<file path="config.mk">
export PLATFORM = sky130hd
export DESIGN_NAME = secret_result_capture
export DESIGN_NICKNAME = d
export VERILOG_FILES = /design/src/rtl/secret_pkg.sv /design/src/rtl/secret_result_fifo.sv /design/src/rtl/secret_result_capture.sv
export SDC_FILE = /design/constraint.sdc
export NUM_CORES = 1
export LEC_CHECK = 0
export CAP_MARGIN = 20
export CORE_UTILIZATION = 35
export CTS_BUF_LIST = sky130_fd_sc_hd__clkbuf_8 sky130_fd_sc_hd__clkbuf_16
export DETAILED_ROUTE_END_ITERATION = 12
export HOLD_SLACK_MARGIN = 0.15
export SETUP_SLACK_MARGIN = 0.15
export SYNTH_ARGS = -nofsm -noshare
export SYNTH_HDL_FRONTEND = slang
export SYNTH_SLANG_ARGS = --single-unit
export TNS_END_PERCENT = 1
</file>
<file path="constraint.sdc">
create_clock -name clk -period 9.8 [get_ports clk]
set_clock_uncertainty 0.15 [all_clocks]
set_input_delay 1.96 -clock clk [delete_from_list [all_inputs] [get_ports clk]]
set_output_delay 1.96 -clock clk [all_outputs]
set_load 0.01 [all_outputs]
</file>
<file path="src/rtl/secret_pkg.sv">
// Shared types for the secret accumulator result capture path.
package secret_pkg;

    typedef logic [31:0] word_t;

    typedef enum logic [1:0] {
        IDLE,
        SKIP,
        CAPTURE,
        DRAIN
    } cap_state_t;

    localparam int OVF_W = 16;

endpackage

</file>
<file path="src/rtl/secret_result_fifo.sv">
// Synchronous DEPTH x word_t FIFO with a registered head word; a push is visible one cycle later.
// Push is refused when full unless a pop happens in the same cycle; pop on empty is a no-op.
module secret_result_fifo
    import secret_pkg::*;
#(
    parameter int DEPTH = 8
) (
    input  logic        clk,
    input  logic        reset,
    input  logic        push,
    input  logic [31:0] push_data,
    input  logic        pop,
    output logic [31:0] head,
    output logic        full,
    output logic        empty
);

    localparam int AW = $clog2(DEPTH);

    word_t       mem [DEPTH];
    logic [AW:0] wr_ptr;
    logic [AW:0] rd_ptr;
    logic [AW:0] rd_next;
    logic        do_push;
    logic        do_pop;

    assign empty   = (wr_ptr == rd_ptr);
    assign full    = (wr_ptr[AW] != rd_ptr[AW]) && (wr_ptr[AW-1:0] == rd_ptr[AW-1:0]);
    assign do_pop  = pop && !empty;
    assign do_push = push && (!full || do_pop);
    assign rd_next = rd_ptr + {{AW{1'b0}}, do_pop};

    always_ff @(posedge clk) begin
        if (do_push) begin
            mem[wr_ptr[AW-1:0]] <= push_data;
        end
    end

    // The head register tracks the word at rd_next; if that slot is being
    // written this cycle the incoming word is taken directly.
    always_ff @(posedge clk) begin
        if (reset) begin
            wr_ptr <= '0;
            rd_ptr <= '0;
            head   <= '0;
        end else begin
            if (do_push) begin
                wr_ptr <= wr_ptr + {{AW{1'b0}}, 1'b1};
            end
            rd_ptr <= rd_next;
            if (do_push && (rd_next == wr_ptr)) begin
                head <= push_data;
            end else if (rd_next != wr_ptr) begin
                head <= mem[rd_next[AW-1:0]];
            end
        end
    end

endmodule

</file>
<file path="src/rtl/secret_result_capture.sv">
// Captures a fixed burst of accumulator results into a FIFO drained over valid/ready; optional XOR checksum under RESULT_CHECKSUM_EN.
// Words appear one cycle after capture; a full FIFO drops samples and counts them instead of stalling.
module secret_result_capture
    import secret_pkg::*;
#(
    parameter int DEPTH       = 8,
    parameter int SKIP_CYCLES = 2,
    parameter int CAPTURE_LEN = 16
) (
    input  logic             clk,
    input  logic             reset,
    input  logic             start,
    input  logic [31:0]      x_in,
    input  logic             x_valid,
    output logic [31:0]      out_data,
    output logic             out_valid,
    input  logic             out_ready,
    output logic             busy,
    output logic             done,
    output logic [OVF_W-1:0] overflow_cnt
`ifdef RESULT_CHECKSUM_EN
    ,
    output logic [31:0]      checksum
`endif
);

    localparam logic [15:0] SKIP_LAST = 16'(SKIP_CYCLES - 1);
    localparam logic [15:0] CAP_LAST  = 16'(CAPTURE_LEN - 1);

    cap_state_t  state;
    cap_state_t  state_nxt;
    logic [15:0] skip_cnt;
    logic [15:0] sample_cnt;
    logic        full;
    logic        empty;
    logic        pop;
    logic        sample;
    logic        push;
    logic        drop;
    logic        clear;

    assign out_valid = !empty;
    assign pop       = out_valid && out_ready;
    assign sample    = (state == CAPTURE) && x_valid;
    assign push      = sample && (!full || pop);
    assign drop      = sample && full && !pop;
    assign busy      = (state != IDLE);

    secret_result_fifo #(
        .DEPTH (DEPTH)
    ) u_fifo (
        .clk       (clk),
        .reset     (reset),
        .push      (push),
        .push_data (x_in),
        .pop       (pop),
        .head      (out_data),
        .full      (full),
        .empty     (empty)
    );

    always_comb begin
        state_nxt = state;
        done      = 1'b0;
        clear     = 1'b0;
        case (state)
            IDLE: begin
                if (start) begin
                    clear     = 1'b1;
                    state_nxt = (SKIP_CYCLES == 0) ? CAPTURE : SKIP;
                end
            end
            SKIP: begin
                if (x_valid && (skip_cnt == SKIP_LAST)) begin
                    state_nxt = CAPTURE;
                end
            end
            CAPTURE: begin
                if (x_valid && (sample_cnt == CAP_LAST)) begin
                    state_nxt = DRAIN;
                end
            end
            DRAIN: begin
                if (empty && !push) begin
                    state_nxt = IDLE;
                    done      = 1'b1;
                end
            end
            default: state_nxt = IDLE;
        endcase
    end

    always_ff @(posedge clk) begin
        if (reset) begin
            state <= IDLE;
        end else begin
            state <= state_nxt;
        end
    end

    // Dropped samples still advance sample_cnt so the burst length is fixed.
    always_ff @(posedge clk) begin
        if (reset || clear) begin
            skip_cnt     <= '0;
            sample_cnt   <= '0;
            overflow_cnt <= '0;
        end else begin
            if ((state == SKIP) && x_valid) begin
                skip_cnt <= skip_cnt + 16'd1;
            end
            if (sample) begin
                sample_cnt <= sample_cnt + 16'd1;
            end
            if (drop && (overflow_cnt != {OVF_W{1'b1}})) begin
                overflow_cnt <= overflow_cnt + {{(OVF_W-1){1'b0}}, 1'b1};
            end
        end
    end

`ifdef RESULT_CHECKSUM_EN
    always_ff @(posedge clk) begin
        if (reset || clear) begin
            checksum <= '0;
        end else if (push) begin
            checksum <= checksum ^ x_in;
        end
    end
`endif

endmodule
</file>
* After elaboration in Yosys (flattened, before gate mapping) *
Memories as Yosys holds them, arrays and structs flattened.
Index checks and enable logic that the tools add are counted.

word-level totals
  register bits after elaboration = 90
  RAM bits = 256
  word-level logic and storage cells = 66
  memories kept = 1

cells by class
  add/subtract/negate cells = 5
  equality and inequality tests = 15
  mux-type cells = 13
  reductions and logical operators = 25

memories
  memory      depth  bits a word  rd ports  clocked after memory_dff  write ports  line                      RTL
  u_fifo.mem  8      32           1         0                         1            secret_result_fifo.sv:20  word_t mem [DEPTH];

operators with widths
  kind                                                                      number
  32-bit two-way mux                                                        2
  16-bit by 1-bit adder with 16-bit output (second input constant)          3
  16-bit by 1-bit == test with 1-bit output (second input constant)         1
  16-bit by 4-bit == test with 1-bit output (second input constant)         1
  16-bit inequality test (second input constant)                            1
  1-bit logical AND                                                         14
  4-bit == test                                                             2
  2-bit two-way mux                                                         4
  2-bit one-hot mux with 4 select lines                                     1
  1-bit two-way mux                                                         6
  2-bit inequality test (second input constant)                             3
  4-bit by 1-bit adder with 4-bit output                                    1
  4-bit by 1-bit adder with 4-bit output (second input constant)            1
  2-bit == test (second input constant)                                     2
  1-bit zero test                                                           4
  4-bit inequality test                                                     1
  4-bit AND reduction                                                       1
  2-bit nonzero test                                                        2
  3-bit == test                                                             1
  1-bit logical OR                                                          3
  2-bit by 1-bit == test with 1-bit output (second input constant)          1
  2-bit zero test                                                           1
  2-bit by 1-bit inequality test with 1-bit output (second input constant)  1
  1-bit inequality test                                                     1

* Logic depth before layout (Yosys ltp) *
Gate-level depths: netlist of the first run.

  depth in word-level cells = 9
  depth in mapped cells = 13

* Hierarchy *
A second synthesis of the first run with hierarchy kept.

unflattened totals
  cell total of the unflattened synthesis = 1020
  area total of the unflattened synthesis = 14751.6 sq um

modules (own cells, without submodules)
  module                 times used  cells an instance  area each (sq um)
  secret_result_fifo     1           726                12260.5
  secret_result_capture  1           294                2491.1

* Worst setup path before layout of the first run *
OpenSTA, ideal clock, no wires.

  path type = input -> register
  start = input x_valid
  end = memory u_fifo.mem[1][0] in the netlist's numbering (enable)
  setup time = 513 ps
  arrival time = 5748 ps
  required time = 9137 ps
  slack = 3389 ps
  stages on the path = 4
  path buffers = 1
  cell sequence = and2_1 clkbuf_1 nand2_1 nor4b_1

between the ends
  word-level cells in the longest chain between the ends = 5

RTL lines
  element                                  line                         RTL
  from (decl)                              secret_result_capture.sv:14  input logic x_valid,
  1-bit logical AND                        secret_result_capture.sv:44  assign sample = (state == CAPTURE) && x_valid;
  1-bit logical AND                        secret_result_capture.sv:45  assign push = sample && (!full || pop);
  1-bit logical AND                        secret_result_fifo.sv:30     assign do_push = push && (!full || do_pop);
  1-bit two-way mux                        secret_result_fifo.sv:34     if (do_push) begin
  1-bit two-way mux (implied by the code)  secret_result_fifo.sv:35     mem[wr_ptr[AW-1:0]] <= push_data;
  to (decl)                                secret_result_fifo.sv:20

No other way between the ends.

* Worst setup path in the final report of the first run *
  start = input x_valid
  end = output done

between the ends
  word-level cells in the longest chain between the ends = 6

RTL lines
  element            line                         RTL
  1-bit logical AND  secret_result_capture.sv:44
  1-bit logical AND  secret_result_capture.sv:45
  1-bit zero test    secret_result_capture.sv:84  if (empty && !push) begin
  1-bit logical AND  secret_result_capture.sv:84
  1-bit two-way mux  secret_result_capture.sv:84
  1-bit two-way mux  secret_result_capture.sv:66  case (state)
  to (decl)          secret_result_capture.sv:19  output logic done,

No other way between the ends.

==> results.sh, run 1 <==
export IMPL_grt_pass1_wl_um=45700
export IMPL_r2r_end="u_fifo.head[18]$_SDFFE_PP0P_"
export IMPL_nets=991
export IMPL_crit_required_ns=7.69
export IMPL_vias_per_cell=5.09
export IMPL_min_period_over_period=0.576
export IMPL_clkSlewWorstSetupHoldPaths_ns=0.06
export IMPL_synth_cells=850
export IMPL_synth_area_top_cells="edfxtp_1 55%, dfxtp_1 13%, mux4_2 10%, mux2i_1 3.5%, a211oi_1 2.1%"
export IMPL_syn_area_per_cell_um2=16.3
export IMPL_drtAntennaViolNets=0
export IMPL_synth_distinct_cells=51
export IMPL_post_cts_resized=0
export IMPL_die_area_um2=40500
export IMPL_dp_cells=1422
export IMPL_ys_ff_latch=346
export IMPL_finalHoldViolations=0
export IMPL_syn_num_nets=899
export IMPL_fp_coreArea_um2=38900
export IMPL_cts_hold_fix_buffers=0
export IMPL_vias=7573
export IMPL_vdd_drop_max_mv=0.123
export IMPL_tritoncts="built"
export IMPL_cts_root_buffer_cell="clkbuf_16"
export IMPL_crit_path_end_kind="output port"
export IMPL_drive_gt1_frac=0.157
export IMPL_drc=0
export IMPL_setup_viol=0
export IMPL_synth_edf_count=256
export IMPL_startpoint_type="primary input"
export IMPL_p_per_area_nw_per_um2=232
export IMPL_fmax_ghz=0.177
export IMPL_firstDrtPassIters=4
export IMPL_critPathArrivalTime_ns=3.54
export IMPL_fin_crit_ns=5.65
export IMPL_synth_area_um2=13900
export IMPL_h_tree_depth=2
export IMPL_worst_pin_slew_ns=0.939
export IMPL_cts_num_sinks=346
export IMPL_outcome="finished clean"
export IMPL_cts_made_buffers=36
export IMPL_die_y_um=201
export IMPL_yosysWarnings=0
export IMPL_drt_iter0_markers=372
export IMPL_area_growth_pct=19.1
export IMPL_grt_max_degree=67
export IMPL_final_common_cell="edfxtp_1"
export IMPL_yosys_area_top_type="edfxtp_1"
export IMPL_yosysSeqAreaShare=0.683
export IMPL_min_delay_worst_endpoint="sample_cnt[1]$_SDFFE_PP0P_"
export IMPL_wl_per_cell_um=19.6
export IMPL_cap_viol_max_count=0
export IMPL_cts_setup_buffers=0
export IMPL_ios=88
export IMPL_layout_common_cells="256 x edfxtp_1, 90 x dfxtp_1, 86 x clkdlybuf4s50_1"
export IMPL_reg2reg_depth=13
export IMPL_start_util=0.357
export IMPL_power_leakage_nw=5.08
export IMPL_worstHoldPathType="register to register"
export IMPL_num_rows=72
export IMPL_slew_viol_final=0
export IMPL_dp_hpwl_um=16000
export IMPL_rsz0062_at_grt="no"
export IMPL_r2r_start="u_fifo.wr_ptr[1]$_SDFFE_PP0P_"
export IMPL_wl_um=29200
export IMPL_post_layout_nonfiller_instances=1489
export IMPL_clock_latency_ns=0.55
export IMPL_r2r_slack_ns=4.93
export IMPL_crit_slowest_cell="clkdlybuf4s50_1"
export IMPL_grt_pass1_vias=7699
export IMPL_grt_overflow_total=0
export IMPL_crit_chain="clkdlybuf4s50_1 -> nand2_1 -> nand2_1 -> nor2_1 -> clkdlybuf4s50_1"
export IMPL_clk_path_buf_depth=3
export IMPL_synthDominantCellAreaShare=0.554
export IMPL_slew_headroom=0.374
export IMPL_antenna_found_initial=0
export IMPL_critical_path_class="primary input to output port"
export IMPL_synthFlopType="edfxtp_1"
export IMPL_die_w_um=201
export IMPL_holdCritStartpoint="sample_cnt[1]$_SDFFE_PP0P_"
export IMPL_numPortBuffers=87
export IMPL_critPathMaxFanout=6
export IMPL_finalSetupTns_ns=0
export IMPL_gp_congestion=0.781
export IMPL_slowest_delay_ns=0.55
export IMPL_async_reset_ff_frac=0
export IMPL_min_path_cells=2
export IMPL_grtUsageTotal=0.148
## metal layers
metal,wire length [um],vias up,share of wire,GRT usage
met3,1100,38,0.038,0.0269
met5,0,-,0,0
li1,-,3547,-,-
met4,523,0,0.018,0.0425
met1,13400,3852,0.46,0.198
met2,14200,136,0.49,0.245
## critical path: cells and delay by family
| family | cells | cell delay (ns) |
|---|---|---|
| simple gates | 3 | 0.54 |
| buf+inv | 2 | 1.03 |
## final cells by class
class	instances	area (um^2)
multi-input cells	446	4200
inverters	11	41.3
clock inverters	24	205
repair buffers	101	971
flip-flops and latches	346	9490
clock buffers	42	983
diodes	1	2.50
fillers	3486	22400
well taps	518	648
## report_power, final
part,internal (mW),switching (mW)
sequential,1.66,0.0591
clock,0.777,0.566
combinational,0.392,0.380
## kinds of logic after synthesis
logic type / share of synthesized area
buffers and inverters: 0.0207
DFF: 0.683
xor gates and xnor gates: 0.0233
and+or+nand+nor: 0.0725
muxes: 0.139
adders and majority gates: 0.0108
AOI/OAI and AO/OA: 0.0501
## how the worst max path moves through the flow
| stage | startpoint | end | slack [ns] |
|---|---|---|---|
| 6_report | x_valid | done | 4.15 |
| 5_1_grt | x_valid | done | 4.08 |
| 4_1_cts | x_valid | done | 4.15 |
| 3_5_place_dp | out_ready | u_fifo.head[0]$_SDFFE_PP0P_ | 3.88 |
| 3_3_place_gp | out_ready | u_fifo.head[24]$_SDFFE_PP0P_ | 3.98 |
| 2_1_floorplan | x_valid | u_fifo.mem[1][0]$_DFFE_PP_ | 3.39 |
## synthesized netlist by cell type (15+ instances only)
library cell / n
dfxtp_1: 90
mux2i_1: 49
nor2_1: 38
xor2_1: 18
o21ai_0: 15
nand4_1: 17
a21oi_1: 19
nor2b_1: 24
a211oi_1: 39
or3_1: 16
edfxtp_1: 256
xnor2_1: 17
nand2_1: 24
clkbuf_1: 18
nand3_1: 16
mux4_2: 64
## state kept, by name, indices dropped and copies added, names as in the netlist
register,count
u_fifo.rd_ptr,4
u_fifo.wr_ptr,4
sample_cnt,16
overflow_cnt,16
u_fifo.head,32
state,2
u_fifo.mem,256
skip_cnt,16
## stage by stage
step / utilization / setup slack, ns / power, mW / cell area, um^2 / hold slack, ns
after floorplan: - / 3.39 / 2.25 / 13900 / 0.317
after global placement: 0.394 / 3.98 / 2.53 / 15300 / 0.331
after detailed placement: 0.394 / 3.88 / 2.54 / 15300 / 0.339
after CTS: 0.425 / 4.15 / 3.89 / 16500 / 0.347
after global routing: 0.425 / 4.08 / 4.02 / 16500 / 0.371
final: 0.425 / 4.15 / 3.84 / 16500 / 0.348
Note: power is estimated with default switching activity, not from simulation.
==> run 2, diff against run 1 <==
==> constraint.sdc (replaced) <==
create_clock -name clk -period 4.7 [get_ports clk]
set_clock_uncertainty 0.15 [all_clocks]
set_input_delay 0.94 -clock clk [delete_from_list [all_inputs] [get_ports clk]]
set_output_delay 0.94 -clock clk [all_outputs]
set_load 0.01 [all_outputs]
==> run 2 against run 1 <==
Effect of this change: sequential share of layout area down 0.43 points; routed wire length up 0.11%; sequential power up 110%; count of clock-buffer cells in the layout down 1; flip-flop and latch count unchanged; design area up 0.76%; cell count up 0.94%; via count up 1.1%; critical path depth up 5; worst setup slack worse by 3.3 ns; die area unchanged; largest cell class unchanged; highest routed layer unchanged.
==> results.sh, run 2 (synthesis results as in run 1) <==
export IMPL_outcome="finished clean"
export IMPL_multi_input_area_um2=4210
export IMPL_vdd_drop_max_mv=0.263
export IMPL_final_common_cell="edfxtp_1"
export IMPL_die_area_um2=40500
export IMPL_cts_num_sinks=346
export IMPL_crit_path_end_kind="register"
export IMPL_critPathArrivalTime_ns=4.12
export IMPL_fmax_ghz=0.261
export IMPL_start_util=0.357
export IMPL_drc=0
export IMPL_firstDrtPassIters=4
export IMPL_cts_root_buffer_cell="clkbuf_16"
export IMPL_grt_max_degree=66
export IMPL_critPathMaxFanout=12
export IMPL_drive_gt1_frac=0.172
export IMPL_cts_hold_fix_buffers=0
export IMPL_grt_pass1_vias=7706
export IMPL_crit_required_ns=4.99
export IMPL_cts_made_buffers=37
export IMPL_slew_viol_final=0
export IMPL_area_growth_pct=20.0
export IMPL_wl_per_cell_um=19.5
export IMPL_numPortBuffers=87
export IMPL_clkSlewWorstSetupHoldPaths_ns=0.06
export IMPL_fp_coreArea_um2=38900
export IMPL_die_y_um=201
export IMPL_wl_um=29300
export IMPL_r2r_start="u_fifo.wr_ptr[1]$_SDFFE_PP0P_"
export IMPL_vias=7659
export IMPL_fin_crit_ns=3.83
export IMPL_holdCritStartpoint="sample_cnt[7]$_SDFFE_PP0P_"
export IMPL_antenna_found_initial=1
export IMPL_placed_cell_area_um2=15500
export IMPL_setup_viol=0
export IMPL_finalHoldViolations=0
export IMPL_num_rows=72
export IMPL_post_cts_resized=0
export IMPL_post_layout_nonfiller_instances=1503
export IMPL_critical_path_class="register to register"
export IMPL_vias_per_cell=5.10
export IMPL_layout_common_cells="256 x edfxtp_1, 90 x dfxtp_1, 86 x clkdlybuf4s50_1"
export IMPL_clk_path_buf_depth=3
export IMPL_cts_setup_buffers=0
export IMPL_slew_headroom=0.400
export IMPL_startpoint="u_fifo.wr_ptr[1]$_SDFFE_PP0P_"
export IMPL_tritoncts="built"
export IMPL_grt_overflow_total=0
export IMPL_fillers=3508
export IMPL_dp_cells=1434
export IMPL_ios=88
export IMPL_worst_pin_slew_ns=0.899
export IMPL_holdWs_ns=0.359
export IMPL_min_period_over_period=0.814
export IMPL_gp_congestion=0.768
export IMPL_dp_hpwl_um=16600
export IMPL_cap_viol_max_count=0
export IMPL_drt_iter0_markers=490
export IMPL_startpoint_type="register"
export IMPL_power_leakage_nw=5.13
export IMPL_drtAntennaViolNets=0
export IMPL_register_area_um2=9490
export IMPL_worstHoldPathType="register to register"
export IMPL_grt_pass1_wl_um=45500
export IMPL_finalInstanceArea_um2=16700
export IMPL_nets=1004
export IMPL_p_per_area_nw_per_um2=482
export IMPL_power_mw=8.03
export IMPL_clock_latency_ns=0.53
export IMPL_die_w_um=201
export IMPL_largest_register_ffs=256
export IMPL_h_tree_depth=2
export IMPL_rsz0062_at_grt="no"
export IMPL_grtUsageTotal=0.147
==> run 2: changes by cell type in the layout (fill, tap and decap cells not counted), sizes merged <==
cell / delta
bufinv: -1
inv: -2
clkinv: +3
buf: +12
clkbuf: -1
clkinvlp: +3
==> run 2: routing by layer <==
| metal | track usage | routed length, um | up-vias |
|---|---|---|---|
| li1 | - | - | 3573 |
| met1 | 0.199 | 13600 | 3898 |
| met2 | 0.237 | 13800 | 137 |
| met3 | 0.0254 | 1060 | 51 |
| met4 | 0.0540 | 777 | 0 |
| met5 | 0 | 0 | - |
==> run 2: layout make-up <==
type	instances	area share
antenna	1	0.000150
clock buffer	41	0.0595
clock inverter	27	0.0111
inverter	11	0.00248
multi-input combinational	446	0.252
sequential	346	0.569
tap	518	0.0389
timing repair buffer	113	0.0659
==> run 2: power breakdown <==
part | total [mW] | leakage (nW) | internal [mW] | switching [mW]
clock network | 2.78 | 0.614 | 1.59 | 1.19
logic | 1.67 | 1.49 | 0.862 | 0.803
registers | 3.59 | 3.03 | 3.46 | 0.124
total | 8.03 | 5.13 | 5.91 | 2.12
==> run 2: worst paths after layout <==
path	end	slack, ns	cells after the start
worst max register to register	u_fifo.head[7]$_SDFFE_PP0P_	0.87	10
worst max-delay path	u_fifo.head[7]$_SDFFE_PP0P_	0.87	10
worst min register to register	sample_cnt[7]$_SDFFE_PP0P_	0.36	2
worst min-delay path	sample_cnt[7]$_SDFFE_PP0P_	0.36	2
==> run 2: metrics by stage <==
| step | utilization | TNS, ns | setup slack [ns] |
|---|---|---|---|
| 2_1_floorplan | - | -12.60 | -0.394 |
| 3_3_place_gp | 0.398 | 0 | 0.919 |
| 3_5_place_dp | 0.398 | 0 | 0.877 |
| 4_1_cts | 0.428 | 0 | 0.840 |
| 5_1_grt | 0.428 | 0 | 0.523 |
| 6_report | 0.428 | 0 | 0.874 |
==> run 2: critical path, stage by stage (launching register included) <==
cell      delay (ns)
dfxtp_1         0.64
xor2_1          0.19
nor3_4          0.45
nand2_1         0.15
and2_1          0.23
ha_4            0.17
ha_2            0.48
xor2_1          0.14
nor4_4          0.43
nand2b_1        0.44
o22ai_1         0.26
==> edit 1 (config.mk and constraints of run 2) <==
The 4 states of `cap_state_t` get a one-hot encoding in 4 bits.
--- a/src/rtl/secret_pkg.sv
+++ b/src/rtl/secret_pkg.sv
@@ -5,7 +5,7 @@
 
-    typedef enum logic [1:0] {
-        IDLE,
-        SKIP,
-        CAPTURE,
-        DRAIN
+    typedef enum logic [3:0] {
+        IDLE    = 4'b0001,
+        SKIP    = 4'b0010,
+        CAPTURE = 4'b0100,
+        DRAIN   = 4'b1000
     } cap_state_t;
Behaviour: no difference found for any inputs over 4 cycles, from zero or initial values and one cycle with reset high; so few cycles prove little.
==> edit 1 against run 2 <==
  * Area after synthesis fell by 1.5%
  * Setup slack lost 0.13 ns
  * Sequential cell count is 2 higher
  * First-iteration DRC count rose by 11%
  * Routed wire length rose by 3.8%
  * Cell area down 0.88%
  * Critical path type unchanged
  * Largest cell class unchanged
  * Highest routed layer is now met5
Power is not compared: it rests on default switching activity, and its combinational part moved more than twofold at a synthesized area within 25%.
==> edit 1: results (changes against run 2) <==
[outcome]
status = finished, final reports clean

[grt]
grt_first_pass_wirelength_um = 46800  ; +2.9%
grt_pass1_vias = 8040  ; +4.3%
track_usage_pct = 15.6  ; +0.93 points

[routing]
wire_per_inst_um = 20.0  ; +2.6%
drt_first_pass_iters = 5  ; +1
via_per_inst = 5.25  ; +3.0%
drt_iter0_markers = 543  ; +11%

[setup_path]
crit_fanout = 13  ; +1
r2r-start = u_fifo.wr_ptr[2]
cp_data_arrival_time_ns = 4.22  ; +0.10 ns

[sta]
worst_pin_slew_ns = 0.983  ; +0.0840 ns
finalCritPeriodShare_pct = 84.2  ; +2.8 points

[layout]
largest_reg_flops = 256  ; unchanged
nets = 1018  ; +1.4%
fillers = 3534  ; +0.74%
drive_above_1_share_pct = 16.6  ; -0.61 points
diodes = 0  ; -1

[place]
place.gp.congestion = 0.775  ; +0.95%
hpwl_um = 16100  ; -2.8%

[hold_path]
hold_start = sample_cnt[1]

[yosys]
ys_top_cells_by_count = edfxtp_1, dfxtp_1, nand2_1
synth_top_cells_by_area = edfxtp_1, dfxtp_1, mux4_2
ys_seq_area_share_pct = 69.7  ; +1.3 points
synth_fp_nets = 923  ; +2.7%
synth_fa_ha_area_share_pct = 0.640  ; -0.44 points
synth_compound_area_share_pct = 5.55  ; +0.54 points
synthXorXnorAreaFrac_pct = 2.63  ; +0.30 points
synth_mux_area_share_pct = 10.7  ; -3.2 points
yosysUniqueCellTypes = 47  ; -7.8%

[clock_network]
ctsResizeCount = 0  ; unchanged

edit 1: logic make-up after synthesis:
logic type               Yosys count
AO/OA/AOI/OAI                    111
multiplexers                      66
buffers and inverters             56
XOR/XNOR                          41
AND/OR/NAND/NOR                  250
adder cells (fa/ha/maj)            7
flip-flops                       348
edit 1: worst max-delay path, cell delays in order (launching register included):
cell and delay (ns):
dfxtp_1 0.68, xnor2_1 0.22, nand4_1 0.32, and2_1 0.31, ha_4 0.16, ha_2 0.32
xnor2_1 0.13, nand3_1 0.11, o21bai_2 0.58, buf_4 0.36, o22ai_1 0.12, a311oi_1 0.36
edit 1: through the flow:
step / instance area (sq um) / std cells / setup WS (ns) / total power, mW
2_1_floorplan: 13700 / 879 / -1.15 / 3.40
3_3_place_gp: 15200 / 1453 / 0.813 / 3.48
3_5_place_dp: 15200 / 1453 / 0.709 / 3.48
4_1_cts: 16500 / 1520 / 0.777 / 6.49
5_1_grt: 16500 / 1520 / 0.485 / 6.62
6_report: 16500 / 1520 / 0.743 / 6.41
edit 1: report_power, final:
part	internal, mW	total (mW)	switching [mW]
Clock	1.80	2.99	1.19
Combinational	0.0465	0.116	0.0693
Sequential	3.30	3.30	0.00546
Total	5.15	6.41	1.26
edit 1: metal layers:
metal	GRT usage (%)	vias to the layer above	part of all wire (%)
li1	-	3645	-
met1	21.4	4055	45
met2	25.0	217	47
met3	2.92	56	5.9
met4	4.92	4	2.0
met5	0	-	0.096
edit 1: final cells by class:
class                      instances  area [sq um]  share of cell area [%]
tap                              518           648                    3.92
timing repair buffer             107          1030                    6.23
clock inverter                    26           277                    1.67
inverter                           5          18.8                   0.114
multi-input combinational        475          4030                    24.4
sequential                       348          9530                    57.7
clock buffer                      41           992                    6.01
edit 1: final timing paths:
check	to	slack, ns	cells past startpoint
worst max-delay path	u_fifo.head[20]	0.74	11
worst max register to register	u_fifo.head[20]	0.74	11
worst min-delay path	sample_cnt[1]	0.32	2
worst min register to register	sample_cnt[1]	0.32	2
==> edit 2 (flow settings as in run 2) <==
Without the edit above. The option `RESULT_CHECKSUM_EN` is turned on by a define.
--- a/src/rtl/secret_result_capture.sv
+++ b/src/rtl/secret_result_capture.sv
@@ -2,2 +2,4 @@
 // Words appear one cycle after capture; a full FIFO drops samples and counts them instead of stalling.
+`define RESULT_CHECKSUM_EN
+
 module secret_result_capture
Formal check against the unedited RTL (old outputs only; new: checksum): equivalent (equiv_simple and equiv_induct, registers matched by name and starting in step).
==> edit 2 against run 2 <==
  * Clock power increased by 17%
  * Cell count is 14% higher
  * Total power grew 8.7%
  * Setup slack better by 0.099 ns
  * Critical path depth is the same
  * Die area is 8.6% higher
  * Area after synthesis grew 8.6%
  * Cell area grew 11%
  * Routed wire length rose by 18%
  * Sequential cell count up 32
  * Count of clock-buffer cells in the layout is 5 higher
  * Critical endpoint is now u_fifo.head[27]
==> edit 2: results (changes against run 2) <==
[outcome]
status = finished, final reports clean

[yosys]
yosysUniqueCellTypes = 47  ; -7.8%
synth_cells = 1012  ; +19%
synth_fp_nets = 1061  ; +18%
synth_warnings = 0  ; unchanged
ys_top_cells_by_count = edfxtp_1, dfxtp_1, nor2_1
ys_seq_area_share_pct = 67.2  ; -1.2 points
synthArstFlopShare_pct = 0  ; unchanged
synth_edf_count = 256  ; unchanged
synth_top_cells_by_area = edfxtp_1, dfxtp_1, mux4_2

[clock_network]
cts_setup_buffers = 0  ; unchanged
cts-root-buf = clkbuf_16
insertion_delay_ns = 0.56  ; +0.03 ns
ctsResizeCount = 0  ; unchanged
htreeDepth = 2  ; unchanged
cts_max_path_buffers = 3  ; unchanged
cts_made_buffers = 41  ; +11%
cts.clk_slew.worst_paths_ns = 0.06  ; about the same

[place]
placed_cells = 1643  ; +15%
dpl_cell_area_sq_um = 17100  ; +11%
port_buffers = 119  ; +37%
hpwl_um = 20500  ; +23%
place.gp.congestion = 0.773  ; +0.73%

[grt]
grt_first_pass_wirelength_um = 53900  ; +19%
grt_max_degree = 43  ; -35%
track_usage_pct = 16.1  ; +1.4 points
grt_pass1_vias = 9181  ; +19%
antenna_found_initial = 2  ; +1

[layout]
final_cells = 1720  ; +14%
nets = 1196  ; +19%
fillers = 3756  ; +7.1%
largest_reg_flops = 256  ; unchanged
drive_above_1_share_pct = 17.3  ; +0.11 points

[power]
p_leak_nw = 5.90  ; +15%
ir_drop_v = 0.000337  ; +28%

[routing]
drt_iter0_markers = 555  ; +13%
routed_wl_um = 34500  ; +18%
via_per_inst = 5.25  ; +2.9%
drt_first_pass_iters = 5  ; +1

[hold_path]
hp-class = reg -> reg
min_path_cells = 2  ; unchanged
hold_path_end = u_fifo.head[7]
hold_start = u_fifo.head[7]

[setup_path]
r2r_cells = 10  ; unchanged
r2r_end = u_fifo.head[27]
crit_fanout = 16  ; +4
rrSetupSlack_ns = 0.97  ; +0.10 ns
r2r-start = u_fifo.wr_ptr[0]

[sta]
max-slew-margin-rel_pct = 43.2  ; +3.2 points

[edit 2: changes by cell type after synthesis, sizes merged, moves of 22 or more]
cell / change
mux2i: -46
a211oi: -40
nand2: +35
a31oi: +34
nor2: +34
xor2: +33
dfxtp: +32
mux2: +32
o211ai: +31
o21ai: +29
nor2b: -22
[edit 2: through the flow]
stage | setup slack (ns) | utilization, % | hold slack [ns]
floorplan | -0.886 | - | 0.299
detailed placement | 0.750 | 40.5 | 0.317
global placement | 0.813 | 40.5 | 0.320
finish | 0.974 | 43.8 | 0.326
CTS | 0.866 | 43.8 | 0.325
global route | 0.623 | 43.8 | 0.351
[edit 2: layout make-up]
class,instances,area [sq um],area share [%]
Multi-Input combinational cell,562,4790,25.9
Antenna cell,1,2.50,0.0135
Inverter,15,56.3,0.304
Tap cell,539,674,3.65
Clock inverter,30,258,1.39
Sequential cell,378,10100,54.8
Timing Repair Buffer,149,1470,7.93
Clock buffer,46,1120,6.04
[edit 2: worst max-delay path by stage]
stage,from,end,slack (ns),depth (start not counted)
final,u_fifo.wr_ptr[0],u_fifo.head[27],0.97,10
after CTS,u_fifo.wr_ptr[1],u_fifo.head[27],0.87,9
after global routing,u_fifo.wr_ptr[1],u_fifo.head[27],0.62,9
after detailed placement,out_ready,u_fifo.head[27],0.75,8
after floorplan,out_ready,u_fifo.mem[2][0],-0.89,5
after global placement,out_ready,u_fifo.head[0],0.81,8
[edit 2: cell families (layout without fill, tap and decap cells)]
group | count (synthesis) | in the layout | share of synthesized area [%]
flops | 378 | 378 | 67.2
simple gates | 231 | 231 | 7.56
compound gates | 151 | 151 | 6.23
mux | 99 | 99 | 12.1
buf+inv | 72 | 240 | 1.91
xor+xnor | 69 | 69 | 4.01
fa+ha+maj | 12 | 12 | 0.995
other cells | 0 | 1 | 0
[edit 2: report_power, final]
group          leakage, nW  internal [mW]  total, mW  switching [mW]
Sequential            3.29           3.69       3.76          0.0788
Combinational         1.88          0.795       1.72           0.928
Clock                0.730           1.93       3.25            1.32
[edit 2: critical path, stage by stage, from the launching register on]
cell and delay (ns):
dfxtp_1 0.64, xnor2_1 0.22, nand4_1 0.27, and2_1 0.27, ha_4 0.16, ha_2 0.64
buf_4 0.36, mux4_2 0.34, mux2_2 0.27, o21ai_0 0.20, a31oi_1 0.06
[edit 2: layer usage]
metal | track usage [%] | part of all wire, %
met3 | 3.01 | 5.2
met1 | 22.2 | 46
met2 | 25.6 | 47
met5 | 0 | 0.072
met4 | 5.44 | 2.1
